[src/rtl/mul_pkg.sv]
// Shared definitions for the Booth multiplier and the non-restoring divider.
package mul_pkg;

  localparam int WIDTH = 32;

  // Cycles from an accepted start to the done pulse for a non-zero divisor.
  localparam int DivLatency = WIDTH + 3;

  typedef logic [2:0] div_state_t;

  localparam div_state_t DIV_IDLE = 3'd0;
  localparam div_state_t DIV_PREP = 3'd1;
  localparam div_state_t DIV_ITER = 3'd2;
  localparam div_state_t DIV_FIX  = 3'd3;
  localparam div_state_t DIV_DONE = 3'd4;

endpackage

[src/rtl/nr_divider_if.sv]
// Request/result bundle of the divider. The master is the issuing controller
// and the slave is the divider.
interface nr_divider_if #(
  parameter int WIDTH = mul_pkg::WIDTH
) ();

  // Handshake: start is a one-cycle request that is honoured only while
  // busy_o is low. The operands and signed_i are sampled on that same edge.
  // busy_o stays high until done_o, inclusive. done_o pulses for exactly one
  // cycle, and the result registers hold until the next completed operation.
  logic             start;
  logic [WIDTH-1:0] dividend_i;
  logic [WIDTH-1:0] divisor_i;
  logic             signed_i;
  logic [WIDTH-1:0] quotient_o;
  logic [WIDTH-1:0] remainder_o;
  logic             div_by_zero_o;
  logic             busy_o;
  logic             done_o;

  modport master (
    output start, dividend_i, divisor_i, signed_i,
    input  quotient_o, remainder_o, div_by_zero_o, busy_o, done_o
  );

  modport slave (
    input  start, dividend_i, divisor_i, signed_i,
    output quotient_o, remainder_o, div_by_zero_o, busy_o, done_o
  );

endinterface

[src/rtl/nr_divider_step.sv]
// One radix-2 non-restoring step: shift the partial remainder left, then
// add or subtract the divisor magnitude.
module div_step
  import mul_pkg::*;
#(
  parameter int WIDTH = mul_pkg::WIDTH
) (
  input  logic [WIDTH:0]   p,
  input  logic             q_msb,
  input  logic [WIDTH-1:0] d_mag,
  output logic [WIDTH:0]   p_next,
  output logic             q_bit
);

  logic [WIDTH:0] shifted;
  logic [WIDTH:0] d_ext;

  // The sign of the pre-shift remainder selects the operation. The shifted
  // value may wrap, but the result always fits in WIDTH+1 bits.
  always_comb begin
    shifted = {p[WIDTH-1:0], q_msb};
    d_ext   = {1'b0, d_mag};
    p_next  = p[WIDTH] ? (shifted + d_ext) : (shifted - d_ext);
    q_bit   = ~p_next[WIDTH];
  end

endmodule

[src/rtl/nr_divider.sv]
// Sequential radix-2 non-restoring divider with sign handling and final
// remainder correction. Signed or unsigned WIDTH-bit operands.
module nr_divider
  import mul_pkg::*;
#(
  parameter int WIDTH = mul_pkg::WIDTH
) (
  input  logic       clk,
  input  logic       rst_n,
  nr_divider_if.slave bus,
  output div_state_t state_dbg
);

  localparam int CntW = (WIDTH > 1) ? $clog2(WIDTH) : 1;

  div_state_t       state;
  logic [WIDTH-1:0] dividend_r;
  logic [WIDTH-1:0] divisor_r;
  logic             signed_r;
  logic             q_neg;
  logic             r_neg;
  logic [WIDTH:0]   p;
  logic [WIDTH-1:0] q;
  logic [WIDTH-1:0] d_mag;
  logic [CntW-1:0]  cnt;
  logic [WIDTH-1:0] quotient;
  logic [WIDTH-1:0] remainder;
  logic             div_by_zero;

  logic             sign_a;
  logic             sign_b;
  logic [WIDTH-1:0] mag_a;
  logic [WIDTH-1:0] mag_b;
  logic [WIDTH:0]   p_next;
  logic             q_bit;
  logic [WIDTH-1:0] p_fix;

  // The magnitude of MIN is MIN reinterpreted as unsigned, so MIN / -1 needs
  // no special case.
  always_comb begin
    sign_a = signed_r & dividend_r[WIDTH-1];
    sign_b = signed_r & divisor_r[WIDTH-1];
    mag_a  = sign_a ? -dividend_r : dividend_r;
    mag_b  = sign_b ? -divisor_r  : divisor_r;
    p_fix  = p[WIDTH] ? (p[WIDTH-1:0] + d_mag) : p[WIDTH-1:0];
  end

  div_step #(.WIDTH(WIDTH)) u_step (
    .p      (p),
    .q_msb  (q[WIDTH-1]),
    .d_mag  (d_mag),
    .p_next (p_next),
    .q_bit  (q_bit)
  );

  always_ff @(posedge clk or negedge rst_n) begin
    if (!rst_n) begin
      state       <= DIV_IDLE;
      dividend_r  <= '0;
      divisor_r   <= '0;
      signed_r    <= 1'b0;
      q_neg       <= 1'b0;
      r_neg       <= 1'b0;
      p           <= '0;
      q           <= '0;
      d_mag       <= '0;
      cnt         <= '0;
      quotient    <= '0;
      remainder   <= '0;
      div_by_zero <= 1'b0;
    end else begin
      case (state)
        DIV_IDLE: begin
          if (bus.start) begin
            dividend_r <= bus.dividend_i;
            divisor_r  <= bus.divisor_i;
            signed_r   <= bus.signed_i;
            state      <= DIV_PREP;
          end
        end
        DIV_PREP: begin
          q_neg <= sign_a ^ sign_b;
          r_neg <= sign_a;
          p     <= '0;
          q     <= mag_a;
          d_mag <= mag_b;
          cnt   <= CntW'(WIDTH - 1);
          if (divisor_r == '0) begin
            quotient    <= '1;
            remainder   <= dividend_r;
            div_by_zero <= 1'b1;
            state       <= DIV_DONE;
          end else begin
            state <= DIV_ITER;
          end
        end
        DIV_ITER: begin
          p <= p_next;
          q <= {q[WIDTH-2:0], q_bit};
          if (cnt == '0) begin
            state <= DIV_FIX;
          end else begin
            cnt <= cnt - 1'b1;
          end
        end
        DIV_FIX: begin
          quotient    <= q_neg ? -q : q;
          remainder   <= r_neg ? -p_fix : p_fix;
          div_by_zero <= 1'b0;
          state       <= DIV_DONE;
        end
        DIV_DONE: begin
          state <= DIV_IDLE;
        end
        default: begin
          state <= DIV_IDLE;
        end
      endcase
    end
  end

  assign bus.quotient_o    = quotient;
  assign bus.remainder_o   = remainder;
  assign bus.div_by_zero_o = div_by_zero;
  assign bus.busy_o        = (state != DIV_IDLE);
  assign bus.done_o        = (state == DIV_DONE);
  assign state_dbg         = state;

endmodule

[src/flat_wrapper.sv]
// flat-port wrapper written by rule: the top's interface ports become plain ports
module nr_divider_flat import mul_pkg::*;
#(
  parameter int WIDTH = mul_pkg::WIDTH
)
  (clk, rst_n, state_dbg, bus_start, bus_dividend_i, bus_divisor_i, bus_signed_i, bus_quotient_o, bus_remainder_o, bus_div_by_zero_o, bus_busy_o, bus_done_o);
  nr_divider_if #(.WIDTH(WIDTH)) bus_i ();
  input  logic clk;
  input  logic rst_n;
  output div_state_t state_dbg;
  input wire logic [$bits(bus_i.start)-1:0] bus_start;
  input wire logic [$bits(bus_i.dividend_i)-1:0] bus_dividend_i;
  input wire logic [$bits(bus_i.divisor_i)-1:0] bus_divisor_i;
  input wire logic [$bits(bus_i.signed_i)-1:0] bus_signed_i;
  output wire logic [$bits(bus_i.quotient_o)-1:0] bus_quotient_o;
  output wire logic [$bits(bus_i.remainder_o)-1:0] bus_remainder_o;
  output wire logic [$bits(bus_i.div_by_zero_o)-1:0] bus_div_by_zero_o;
  output wire logic [$bits(bus_i.busy_o)-1:0] bus_busy_o;
  output wire logic [$bits(bus_i.done_o)-1:0] bus_done_o;
  assign bus_i.start = bus_start;
  assign bus_i.dividend_i = bus_dividend_i;
  assign bus_i.divisor_i = bus_divisor_i;
  assign bus_i.signed_i = bus_signed_i;
  assign bus_quotient_o = bus_i.quotient_o;
  assign bus_remainder_o = bus_i.remainder_o;
  assign bus_div_by_zero_o = bus_i.div_by_zero_o;
  assign bus_busy_o = bus_i.busy_o;
  assign bus_done_o = bus_i.done_o;
  nr_divider #(.WIDTH(WIDTH)) u_core (.clk(clk), .rst_n(rst_n), .bus(bus_i), .state_dbg(state_dbg));
endmodule
[config.mk]
export PLATFORM = sky130hd
export DESIGN_NAME = nr_divider_flat
export DESIGN_NICKNAME = d
export VERILOG_FILES = /design/src/rtl/mul_pkg.sv /design/src/rtl/nr_divider_if.sv /design/src/rtl/nr_divider_step.sv /design/src/rtl/nr_divider.sv /design/src/flat_wrapper.sv
export SDC_FILE = /design/constraint.sdc
export NUM_CORES = 1
export LEC_CHECK = 0
export CORE_MARGIN = 1
export CORE_UTILIZATION = 25
export DETAILED_ROUTE_END_ITERATION = 7
export HOLD_SLACK_MARGIN = 0.06
export PLACE_DENSITY = 0.41
export SETUP_SLACK_MARGIN = 0.2
export SYNTH_ARGS = -nofsm -noshare
export SYNTH_HDL_FRONTEND = slang
export SYNTH_SLANG_ARGS = --single-unit
export TNS_END_PERCENT = 10
[constraint.sdc]
create_clock -name clk -period 11.8 [get_ports clk]
set_input_delay 1.77 -clock clk [delete_from_list [all_inputs] [get_ports clk]]
set_output_delay 1.77 -clock clk [all_outputs]
set_load 0.01 [all_outputs]
==> summary.txt, run 1 <==
Status
  • Status: finished, final reports clean

Clock network
  • Sink Count: between 200 and 250
  • Worst-Skew Late Latency: 0.59 ns
  • TritonCTS clock tree: yes
  • CTS Buf Count: 29
  • Postcts setup bufs: 0
  • Max clock buf depth: 3
  • Clock transition at path regs: 0.06 ns
  • Clock Root Buffer: clkbuf_16
  • Post-cts resize count: 0
  • H-tree level count: 1
  • Cts hold-fix bufs: 0

Pwr
  • Sw frac: a little under 50%
  • Pint: between 3 and 4 mW
  • Switching pwr: approximately 3.3 mW
  • Overall power: just under 7 mW
  • Seq pwr share: a little over a quarter
  • VDD IR max: between 0.1 and 0.15 mV
  • Lkg Pwr: 7.94 nW
  • Clock share of power: between 10 and 15%
  • Comb pwr share: 59.4%
  • Power per cell area: roughly 350 nW/um^2

Drt
  • Initial DRT Pass Iterations: 5
  • Total Wirelength: ~53 mm
  • Number of DRC markers in iteration 0: slightly above 900
  • WL/cell: ~19 microns
  • Vias: between 10000 and 15000
  • Vias per inst: approximately 5
  • Post-DRT Antenna Nets: 0
  • DRC violations left: 0

Global routing
  • Grt ovf: 0
  • Gr usage total: 15.9%
  • Number of global-route vias before repair: about 14000
  • First-pass GRT wire length: about 83 mm
  • Largest net degree at the start of global routing: about 110
  • Initial antenna violation count: 1

Final layout
  • Area Growth Syn to Fin: 19.8%
  • Non-Filler Instances: 2812
  • Share of cells above drive strength 1: slightly below 9%
  • Final core occ: between 30% and 40%
  • Filler instances: between 6000 and 7000
  • Nets: about 2100
  • Diodes inserted: 0

Hold path
  • Worst hold path class: register to register
  • Worst hold start: u_core.q_neg$_DFFE_PN0P_

STA
  • Min cycle time layout: roughly 5 ns
  • Setup TNS: 0 ns
  • RSZ-0062 raised after global routing: no
  • Final hold violation count: 0
  • Final period utilization: 42.2%
  • Tightest Pin Transition: approximately 1.1 ns
  • Slew Limit Headroom: between 20% and 30%
  • Max Slew Vio Count: 0
  • Clock skew: about 0.015 ns
  • Final setup viols: 0
  • Hold slack: 0.471 ns
  • Peak Freq: roughly 0.20 GHz

Logic synthesis
  • FF+latch count, synth: between 200 and 250
  • Post-synth ARST share: between 90% and 100%
  • Mapped Cells: 1849
  • Number of synthesized flops with an enable pin: 0
  • Mapped Nets: between 1500 and 2000
  • Synth Area per Inst: around 8.8 sq um
  • Post-Synthesis Cell Area: 16200 sq um
  • Sequential area share after synthesis: approximately 37%
  • YS warnings: 0
  • Count of cell types in the netlist: 90
  • Top_reg_cell synth: dfrtp_1

Die
  • Starting density of the core: between 20 and 30%
  • IO Pins: about 140
  • Row count: 93
  • Die X: between 200 and 300 microns
  • Core Region: 64300 sq um
  • DIE HEIGHT: between 200 and 300 microns
  • Die Area: 65900 sq um

Setup path
  • WP data required: approximately 12 ns
  • Crit path max fanout: 5
  • Setup Crit Path Kind: register to register
  • Crit end category: register
  • Crit path launch: u_core.d_mag[2]$_DFFE_PN0P_
  • Setup crit start kind: register
  • CP arrival: roughly 5.4 ns
  • Reg2reg start: u_core.d_mag[2]$_DFFE_PN0P_

Placement
  • IO buf count: 137
  • Dpl hpwl: roughly 40 mm
  • Post-Place Cells: about 2800
  • RD Place Congestion: between 0.8 and 0.9

Flow run
  • Max-cap viol count: 0
==> power by group through the flow <==
stage                     Sequential (mW)  Combinational (mW)  Clock [mW]
after global routing                 1.88                4.50        1.02
final                                1.81                4.05       0.959
after detailed placement             1.82                4.04           0
after CTS                            1.81                4.07       0.989
after global placement               1.81                4.04           0
after floorplan                      1.60                2.93           0
==> sequential cells by signal, indices dropped and copies added, names as in the netlist, 5 cells and up <==
| register | flops |
|---|---|
| u_core.d_mag | 32 |
| u_core.bus.quotient_o | 32 |
| u_core.bus.remainder_o | 32 |
| u_core.p | 33 |
| u_core.dividend_r | 32 |
| u_core.divisor_r | 32 |
| u_core.q | 32 |
| u_core.cnt | 5 |
==> critical path: stages, from the launching register on <==
cell	delay (ns)
dfrtp_1	0.44
nor2_1	0.19
nand4b_1	0.18
or2_2	0.34
nor4_1	0.60
nand2_1	0.24
nor3_1	0.19
nor2_1	0.07
xor2_1	0.17
ha_1	0.33
and3_1	0.20
nand4_1	0.19
o41ai_1	0.60
o221ai_1	0.38
o211ai_1	0.34
mux2i_1	0.14
a211o_1	0.27
==> through the flow <==
step / cell area [sq um] / setup slack (ns)
2_1_floorplan: 16200 / 6.53
3_3_place_gp: 18400 / 6.90
3_5_place_dp: 18400 / 6.89
4_1_cts: 19400 / 6.84
5_1_grt: 19400 / 6.48
6_report: 19400 / 6.82
==> cells in the mapped netlist (all sizes together) (16+ instances only) <==
cell / count / area, sq um
dfrtp: 237 / 5930
nand2: 226 / 851
o21ai: 206 / 1040
nor2: 127 / 477
a21oi: 112 / 576
xor2: 112 / 981
clkbuf: 81 / 308
xnor2: 77 / 674
ha: 70 / 876
mux2: 69 / 781
nor3: 48 / 245
inv: 40 / 150
a31oi: 38 / 244
a22oi: 34 / 255
a21o: 28 / 210
o31ai: 28 / 230
nand3: 24 / 120
o21a: 24 / 189
or3: 23 / 144
nor4: 17 / 106
a211oi: 16 / 143
==> path summary, 6_finish.rpt <==
path,endpoint,slack (ns),cells past startpoint
worst max register to register,u_core.p[32]$_DFFE_PN0P_,6.82,16
worst min register to register,u_core.q_neg$_DFFE_PN0P_,0.47,2
worst min-delay path,u_core.q_neg$_DFFE_PN0P_,0.47,2
worst max-delay path,u_core.p[32]$_DFFE_PN0P_,6.82,16
min in group asynchronous,u_core.bus.quotient_o[29]$_DFFE_PN0P_,1.20,1
max in group asynchronous,u_core.p[32]$_DFFE_PN0P_,9.02,2
==> layout make-up <==
type | count | area (sq um) | share of cell area (%)
flip-flops and latches | 237 | 5930 | 30.5
clock buffers | 38 | 800 | 4.11
repair buffers | 151 | 1480 | 7.62
inverters | 40 | 150 | 0.772
well taps | 855 | 1070 | 5.50
clock inverters | 12 | 203 | 1.04
multi-input cells | 1479 | 9810 | 50.4
==> layer usage <==
layer	vias to the layer above	global-route usage (%)	wire (microns)
met3	62	1.74	1880
met2	316	25.6	24200
met5	-	0	0
met4	0	3.85	1300
li1	6872	-	-
met1	6794	22.5	25900
==> logic make-up (layout without fill, tap and decap cells) <==
group                      after synthesis  in the layout  synth area share [%]
AOI/OAI and AO/OA                      563            563                  22.0
xor gates and xnor gates               189            189                  10.2
adders and majority gates               72             72                  5.64
buffers and inverters                  133            241                  3.20
DFF                                    237            237                  36.6
muxes                                   82             82                  5.61
and+or+nand+nor                        573            573                  16.8
==> cells in the final DEF (no fill, tap or decap), types with 6 or more instances in the layout <==
cell type          n
a21oi_1          110
o31ai_1           24
nor2_1           125
and4_1             9
clkdlybuf4s50_1  136
xnor2_1           77
a21o_1            28
o41ai_1            8
a31oi_1           37
nor4_1            16
o21a_1            22
and3_1            12
a211oi_1          13
or3_1             23
mux2_2            68
a22oi_1           34
nand4_1            7
clkbuf_16         29
nor2b_1           13
nor3_1            47
buf_4             14
o22ai_1            6
dfrtp_1          236
inv_1             38
xor2_1           112
o21ai_0          196
mux2i_1           13
a211o_1            8
ha_1              70
nand2_1          224
nand3_1           24
or4_1              8
o21ai_1            8
and2_1            11
nand2b_1          13
o21bai_1           6
Power figures use the tool's default switching activity.
==> run 2, diff against run 1 <==
- clock period: 11.8 -> 5.11 ns (I/O delays scaled with it)
==> summary.txt, run 2 (same netlist as run 1, synthesis figures left out) <==
STA
  • Clock skew: 0.00933 ns (-0.00590 ns)
  • Min cycle time layout: 4.47 ns (-0.505 ns)
  • Final hold violation count: 0 (unchanged)
  • Max Slew Vio Count: 0 (unchanged)
  • RSZ-0062 raised after global routing: no
  • Slew Limit Headroom: 31.6% (+2.8 points)
  • Final setup viols: 0 (unchanged)
  • Peak Freq: 0.224 GHz (+11%)
  • Tightest Pin Transition: 1.03 ns (-0.0422 ns)
  • Final period utilization: 87.5% (+45 points)
  • Setup TNS: 0 ns (unchanged)

Clock network
  • Sink Count: 237 (unchanged)
  • Cts hold-fix bufs: 0 (unchanged)
  • Clock transition at path regs: 0.06 ns (about the same)
  • Worst-Skew Late Latency: 0.59 ns (about the same)
  • CTS Buf Count: 30 (+3.4%)
  • Max clock buf depth: 3 (unchanged)
  • Postcts setup bufs: 0 (unchanged)
  • H-tree level count: 1 (unchanged)
  • TritonCTS clock tree: yes
  • Post-cts resize count: 0 (unchanged)
  • Clock Root Buffer: clkbuf_16

Placement
  • RD Place Congestion: 0.911 (+3.5%)
  • Dpl hpwl: 41.1 mm (+2.8%)
  • IO buf count: 137 (unchanged)

Die
  • Starting density of the core: 25.2% (unchanged)
  • Die Area: 65900 sq um (unchanged)
  • Core Region: 64300 sq um (unchanged)
  • IO Pins: 138 (unchanged)
  • DIE HEIGHT: 257 microns (unchanged)
  • Die X: 257 microns (unchanged)
  • Row count: 93 (unchanged)

Setup path
  • CP arrival: 4.94 ns (-0.50 ns)
  • Setup Crit Path Kind: register to register
  • Crit end category: register
  • Crit-path cells: nor2_1 > nand4b_1 > or2_2 > nor4_1 > buf_4 > nand2_1 > nor3_1 > nor2_1 > xnor2_1 > ha_1 > nand4_1 > o41ai_2 > o221ai_1 > o211ai_1 > mux2i_1 > a211o_1
  • Crit path max fanout: 5 (unchanged)
  • WP data required: 5.58 ns (-6.69 ns)
  • Max incr delay on CP: 0.48 ns (-0.12 ns)
  • Worst path slowest cell: o41ai_2
  • Setup crit start kind: register
  • Crit-path most repeated cell: nor2_1

Drt
  • WL/cell: 18.8 microns (-0.57%)
  • Initial DRT Pass Iterations: 5 (unchanged)
  • Post-DRT Antenna Nets: 0 (unchanged)
  • Vias per inst: 4.96 (-0.65%)
  • Vias: 14000 (-0.19%)
  • DRC violations left: 0 (unchanged)
  • Total Wirelength: 53.2 mm (-0.11%)
  • Number of DRC markers in iteration 0: 810 (-12%)

Final layout
  • Sequential cell area: 5930 sq um (unchanged)
  • Area of the multi-input gates: 9810 sq um (about the same)
  • Nets: 2090 (+0.58%)
  • Filler instances: 6797 (+0.43%)
  • Commonest non-fill, non-tap cell in the layout: dfrtp_1
  • Share of cells above drive strength 1: 9.34% (+0.45 points)
  • Max reg flops: 33 (unchanged)
  • Area Growth Syn to Fin: 20.5%
  • Most frequent cells in the layout: dfrtp_1, nand2_1, o21ai_0
  • Register bank with the most flops: u_core.p
  • Diodes inserted: 0 (unchanged)

Pwr
  • Overall power: 15.7 mW (+130%)
  • VDD IR max: 0.341 mV (+160%)
  • Lkg Pwr: 7.99 nW (+0.71%)
  • Power per cell area: 804 nW/um^2 (+130%)

Global routing
  • First-pass GRT wire length: 83.6 mm (+0.91%)
  • Number of global-route vias before repair: 13800 (+0.47%)
  • Initial antenna violation count: 0 (-1)
  • Gr usage total: 16.0% (+0.15 points)
  • Grt ovf: 0 (unchanged)
  • Largest net degree at the start of global routing: 102 (-5.6%)

Status
  • Status: finished, final reports clean

Flow run
  • Max-cap viol count: 0 (unchanged)

Hold path
  • Worst hold path class: input pin to asynchronous set/reset pin
[run 2: area by class of cell]
cell class	count	share of cell area, %
multi-input cells	1479	50.2
flip-flops and latches	237	30.3
repair buffers	162	8.19
well taps	855	5.47
clock buffers	46	4.51
inverters	40	0.768
clock inverters	6	0.499
[run 2: worst max-delay path: cells and delay by family, from the launching register on]
family | cells | cell delay, ns
xor gates and xnor gates | 1 | 0.15
adders and majority gates | 1 | 0.34
DFF | 1 | 0.44
muxes | 1 | 0.15
buffers and inverters | 1 | 0.18
and+or+nand+nor | 8 | 1.67
AOI/OAI and AO/OA | 4 | 1.42
[run 2: path summary, 6_finish.rpt]
| check | cells past startpoint | end | start | slack (ns) |
|---|---|---|---|---|
| max | 16 | u_core.p[32]$_DFFE_PN0P_ | u_core.d_mag[2]$_DFFE_PN0P_ | 0.64 |
| min | 1 | u_core.dividend_r[26]$_DFFE_PN0P_ | rst_n | 0.18 |
| max reg2reg | 16 | u_core.p[32]$_DFFE_PN0P_ | u_core.d_mag[2]$_DFFE_PN0P_ | 0.64 |
| min reg2reg | 2 | u_core.bus.div_by_zero_o$_DFFE_PN0P_ | u_core.bus.div_by_zero_o$_DFFE_PN0P_ | 0.49 |
| max in group asynchronous | 2 | u_core.dividend_r[25]$_DFFE_PN0P_ | rst_n | 3.70 |
| min in group clk | 2 | u_core.bus.div_by_zero_o$_DFFE_PN0P_ | u_core.bus.div_by_zero_o$_DFFE_PN0P_ | 0.49 |
[run 2: report_power, final]
part	switching (mW)	internal, mW	total [mW]	leakage, nW
clock	0.845	1.28	2.12	0.474
sequential	1.36	2.80	4.15	2.87
combinational	5.37	4.08	9.45	4.65
[run 2: metrics by stage]
stage | std cells | util [%] | hold slack [ns] | worst slack [ns] | instance area, sq um
after global routing | 2825 | 30.4 | 0.254 | 0.236 | 19500
after CTS | 2825 | 30.4 | 0.220 | 0.402 | 19500
after detailed placement | 2773 | 28.8 | 0.475 | 0.461 | 18600
after global placement | 2773 | 28.8 | 0.477 | 0.498 | 18600
after floorplan | 1849 | - | 0.450 | 0.303 | 16200
final | 2825 | 30.4 | 0.184 | 0.636 | 19500
[run 2: routing by layer]
| layer | part of all wire, % | vias to the layer above | GRT usage (%) |
|---|---|---|---|
| met2 | 45 | 282 | 25.9 |
| met5 | 0 | - | 0 |
| met3 | 4.3 | 65 | 2.03 |
| met4 | 3.0 | 0 | 4.58 |
| met1 | 48 | 6777 | 22.2 |
| li1 | - | 6893 | - |
==> run 3, diff against run 2 <==
- CAP_MARGIN: unset -> 10
- CTS_BUF_LIST: unset -> sky130_fd_sc_hd__clkbuf_4 sky130_fd_sc_hd__clkbuf_8
- REMOVE_ABC_BUFFERS: unset -> 1
==> summary.txt, run 3 (same netlist as run 1, synthesis figures left out) <==
Status
  • Status: finished, final reports clean

Drt
  • Vias per inst: 4.85 (-2.2%)
  • Total Wirelength: 51.6 mm (-3.1%)
  • Post-DRT Antenna Nets: 0 (unchanged)
  • DRC violations left: 0 (unchanged)
  • Initial DRT Pass Iterations: 5 (unchanged)
  • Vias: 13900 (-1.1%)
  • WL/cell: 18.0 microns (-4.2%)
  • Number of DRC markers in iteration 0: 687 (-15%)

Die
  • Die X: 257 microns (unchanged)
  • Starting density of the core: 25.2% (unchanged)
  • Die Area: 65900 sq um (unchanged)
  • Row count: 93 (unchanged)
  • Core Region: 64300 sq um (unchanged)
  • IO Pins: 138 (unchanged)
  • DIE HEIGHT: 257 microns (unchanged)

Clock network
  • H-tree level count: 2 (+1)
  • Post-cts resize count: 0 (unchanged)
  • Clock Root Buffer: clkbuf_8
  • TritonCTS clock tree: yes
  • Postcts setup bufs: 0 (unchanged)
  • CTS Buf Count: 47 (+57%)
  • Max clock buf depth: 3 (unchanged)
  • Worst-Skew Late Latency: 0.63 ns (+0.04 ns)
  • Clock transition at path regs: 0.06 ns (about the same)
  • Sink Count: 237 (unchanged)
  • Cts hold-fix bufs: 0 (unchanged)

STA
  • Final setup viols: 0 (unchanged)
  • Clock skew: 0.0291 ns (+0.0198 ns)
  • Tightest Pin Transition: 1.03 ns (+0.00311 ns)
  • Final period utilization: 84.3% (-3.3 points)
  • Final hold violation count: 0 (unchanged)
  • Max Slew Vio Count: 0 (unchanged)
  • Slew Limit Headroom: 31.4% (-0.21 points)
  • Setup WS post-layout: 0.803 ns (+0.167 ns)
  • RSZ-0062 raised after global routing: no
  • Setup TNS: 0 ns (unchanged)
  • Peak Freq: 0.232 GHz (+3.9%)
  • Min cycle time layout: 4.31 ns (-0.167 ns)

Global routing
  • Largest net degree at the start of global routing: 83 (-19%)
  • Initial antenna violation count: 1 (+1)
  • Number of global-route vias before repair: 14200 (+3.3%)
  • Gr usage total: 15.6% (-0.37 points)
  • Grt ovf: 0 (unchanged)
  • First-pass GRT wire length: 81.9 mm (-2.0%)

Placement
  • Dpl hpwl: 39.1 mm (-4.8%)
  • Worst slack, placed: 0.783 ns (+0.322 ns)
  • IO buf count: 137 (unchanged)
  • RD Place Congestion: 0.875 (-3.9%)
  • Post-Place Cells: 2775 (+0.072%)
  • Placed cell area: 18500 sq um (about the same)

Final layout
  • Filler instances: 6776 (-0.31%)
  • Post-Layout Inst Area: 19600 sq um (+0.20%)
  • Register bank with the most flops: u_core.p
  • Area Growth Syn to Fin: 20.7%
  • Share of cells above drive strength 1: 11.1% (+1.7 points)
  • Max reg flops: 33 (unchanged)
  • Most frequent cells in the layout: dfrtp_1, nand2_1, o21ai_0
  • Final core occ: 30.4% (+0.060 points)
  • Non-Filler Instances: 2858 (+1.2%)
  • Commonest non-fill, non-tap cell in the layout: dfrtp_1
  • Nets: 2109 (+0.91%)

Flow run
  • Max-cap viol count: 0 (unchanged)

Pwr
  • Power per cell area: 788 nW/um^2 (-2.0%)
  • VDD IR max: 0.260 mV (-24%)
  • Lkg Pwr: 8.06 nW (+0.82%)

Hold path
  • Worst hold path class: input pin to asynchronous set/reset pin

Setup path
  • Crit path launch: u_core.d_mag[3]$_DFFE_PN0P_
  • Reg2reg start: u_core.d_mag[3]$_DFFE_PN0P_
  • Crit end category: register
  • Crit path max fanout: 4 (-1)
  • CP arrival: 4.81 ns (-0.13 ns)
  • Setup crit start kind: register
  • Setup Crit Path Kind: register to register
  • WP data required: 5.61 ns (+0.03 ns)
## run 3: changes by cell type in the layout (fill, tap and decap cells not counted), sizes merged
cell	change
buf	+2
inv	+1
bufinv	+1
diode	+1
clkinv	+4
clkbuf	+23
clkinvlp	+1
## run 3: metal layers
layer,share of wire (%),vias to the layer above,track usage (%)
met4,1.8,0,4.22
met2,47,203,26.3
met3,3.1,56,2.16
li1,-,6946,-
met5,0,-,0
met1,48,6662,20.8
## run 3: cell type report
type	instances	area, sq um	share of cell area, %
repair buffers	164	1590	8.13
well taps	855	1070	5.46
multi-input cells	1479	9800	50.0
inverters	40	150	0.767
clock inverters	13	149	0.760
diodes	1	2.50	0.0128
flip-flops and latches	237	5930	30.3
clock buffers	69	893	4.56
## run 3: critical path: stages, from the launching register on
cell and delay (ns):
dfrtp_1 0.42, nor2_1 0.21, nand4b_1 0.19, or2_2 0.34, nor4_1 0.24, buf_4 0.18
nand2_1 0.09, nor3_1 0.15, nor2_1 0.07, xor2_1 0.16, ha_1 0.33, a21o_1 0.19
a21oi_1 0.23, o21ai_0 0.15, a21oi_1 0.21, nand2_1 0.07, o221ai_1 0.34, o211ai_1 0.20
mux2i_1 0.16, a211o_1 0.27
## run 3: where the power goes
| group | internal, mW | leakage (nW) | switching, mW |
|---|---|---|---|
| logic | 4.07 | 4.64 | 5.06 |
| registers | 2.80 | 2.87 | 1.35 |
| clock network | 1.27 | 0.547 | 0.885 |
| total | 8.14 | 8.06 | 7.29 |
## run 3: final timing paths
path	endpoint	slack [ns]	depth (start not counted)
setup / recovery	u_core.p[32]$_DFFE_PN0P_	0.80	19
hold / removal	u_core.divisor_r[3]$_DFFE_PN0P_	0.15	1
setup reg to reg	u_core.p[32]$_DFFE_PN0P_	0.80	19
hold reg to reg	u_core.bus.div_by_zero_o$_DFFE_PN0P_	0.49	2
max in group asynchronous	u_core.p[32]$_DFFE_PN0P_	3.87	2
min in group clk	u_core.bus.div_by_zero_o$_DFFE_PN0P_	0.49	2
## run 3: per-stage QoR
stage / hold slack [ns] / total power, mW
final: 0.150 / 15.4
after global routing: 0.160 / 16.9
after CTS: 0.139 / 15.7
after detailed placement: 0.471 / 13.4
after global placement: 0.467 / 13.3
after floorplan: 0.450 / 10.4
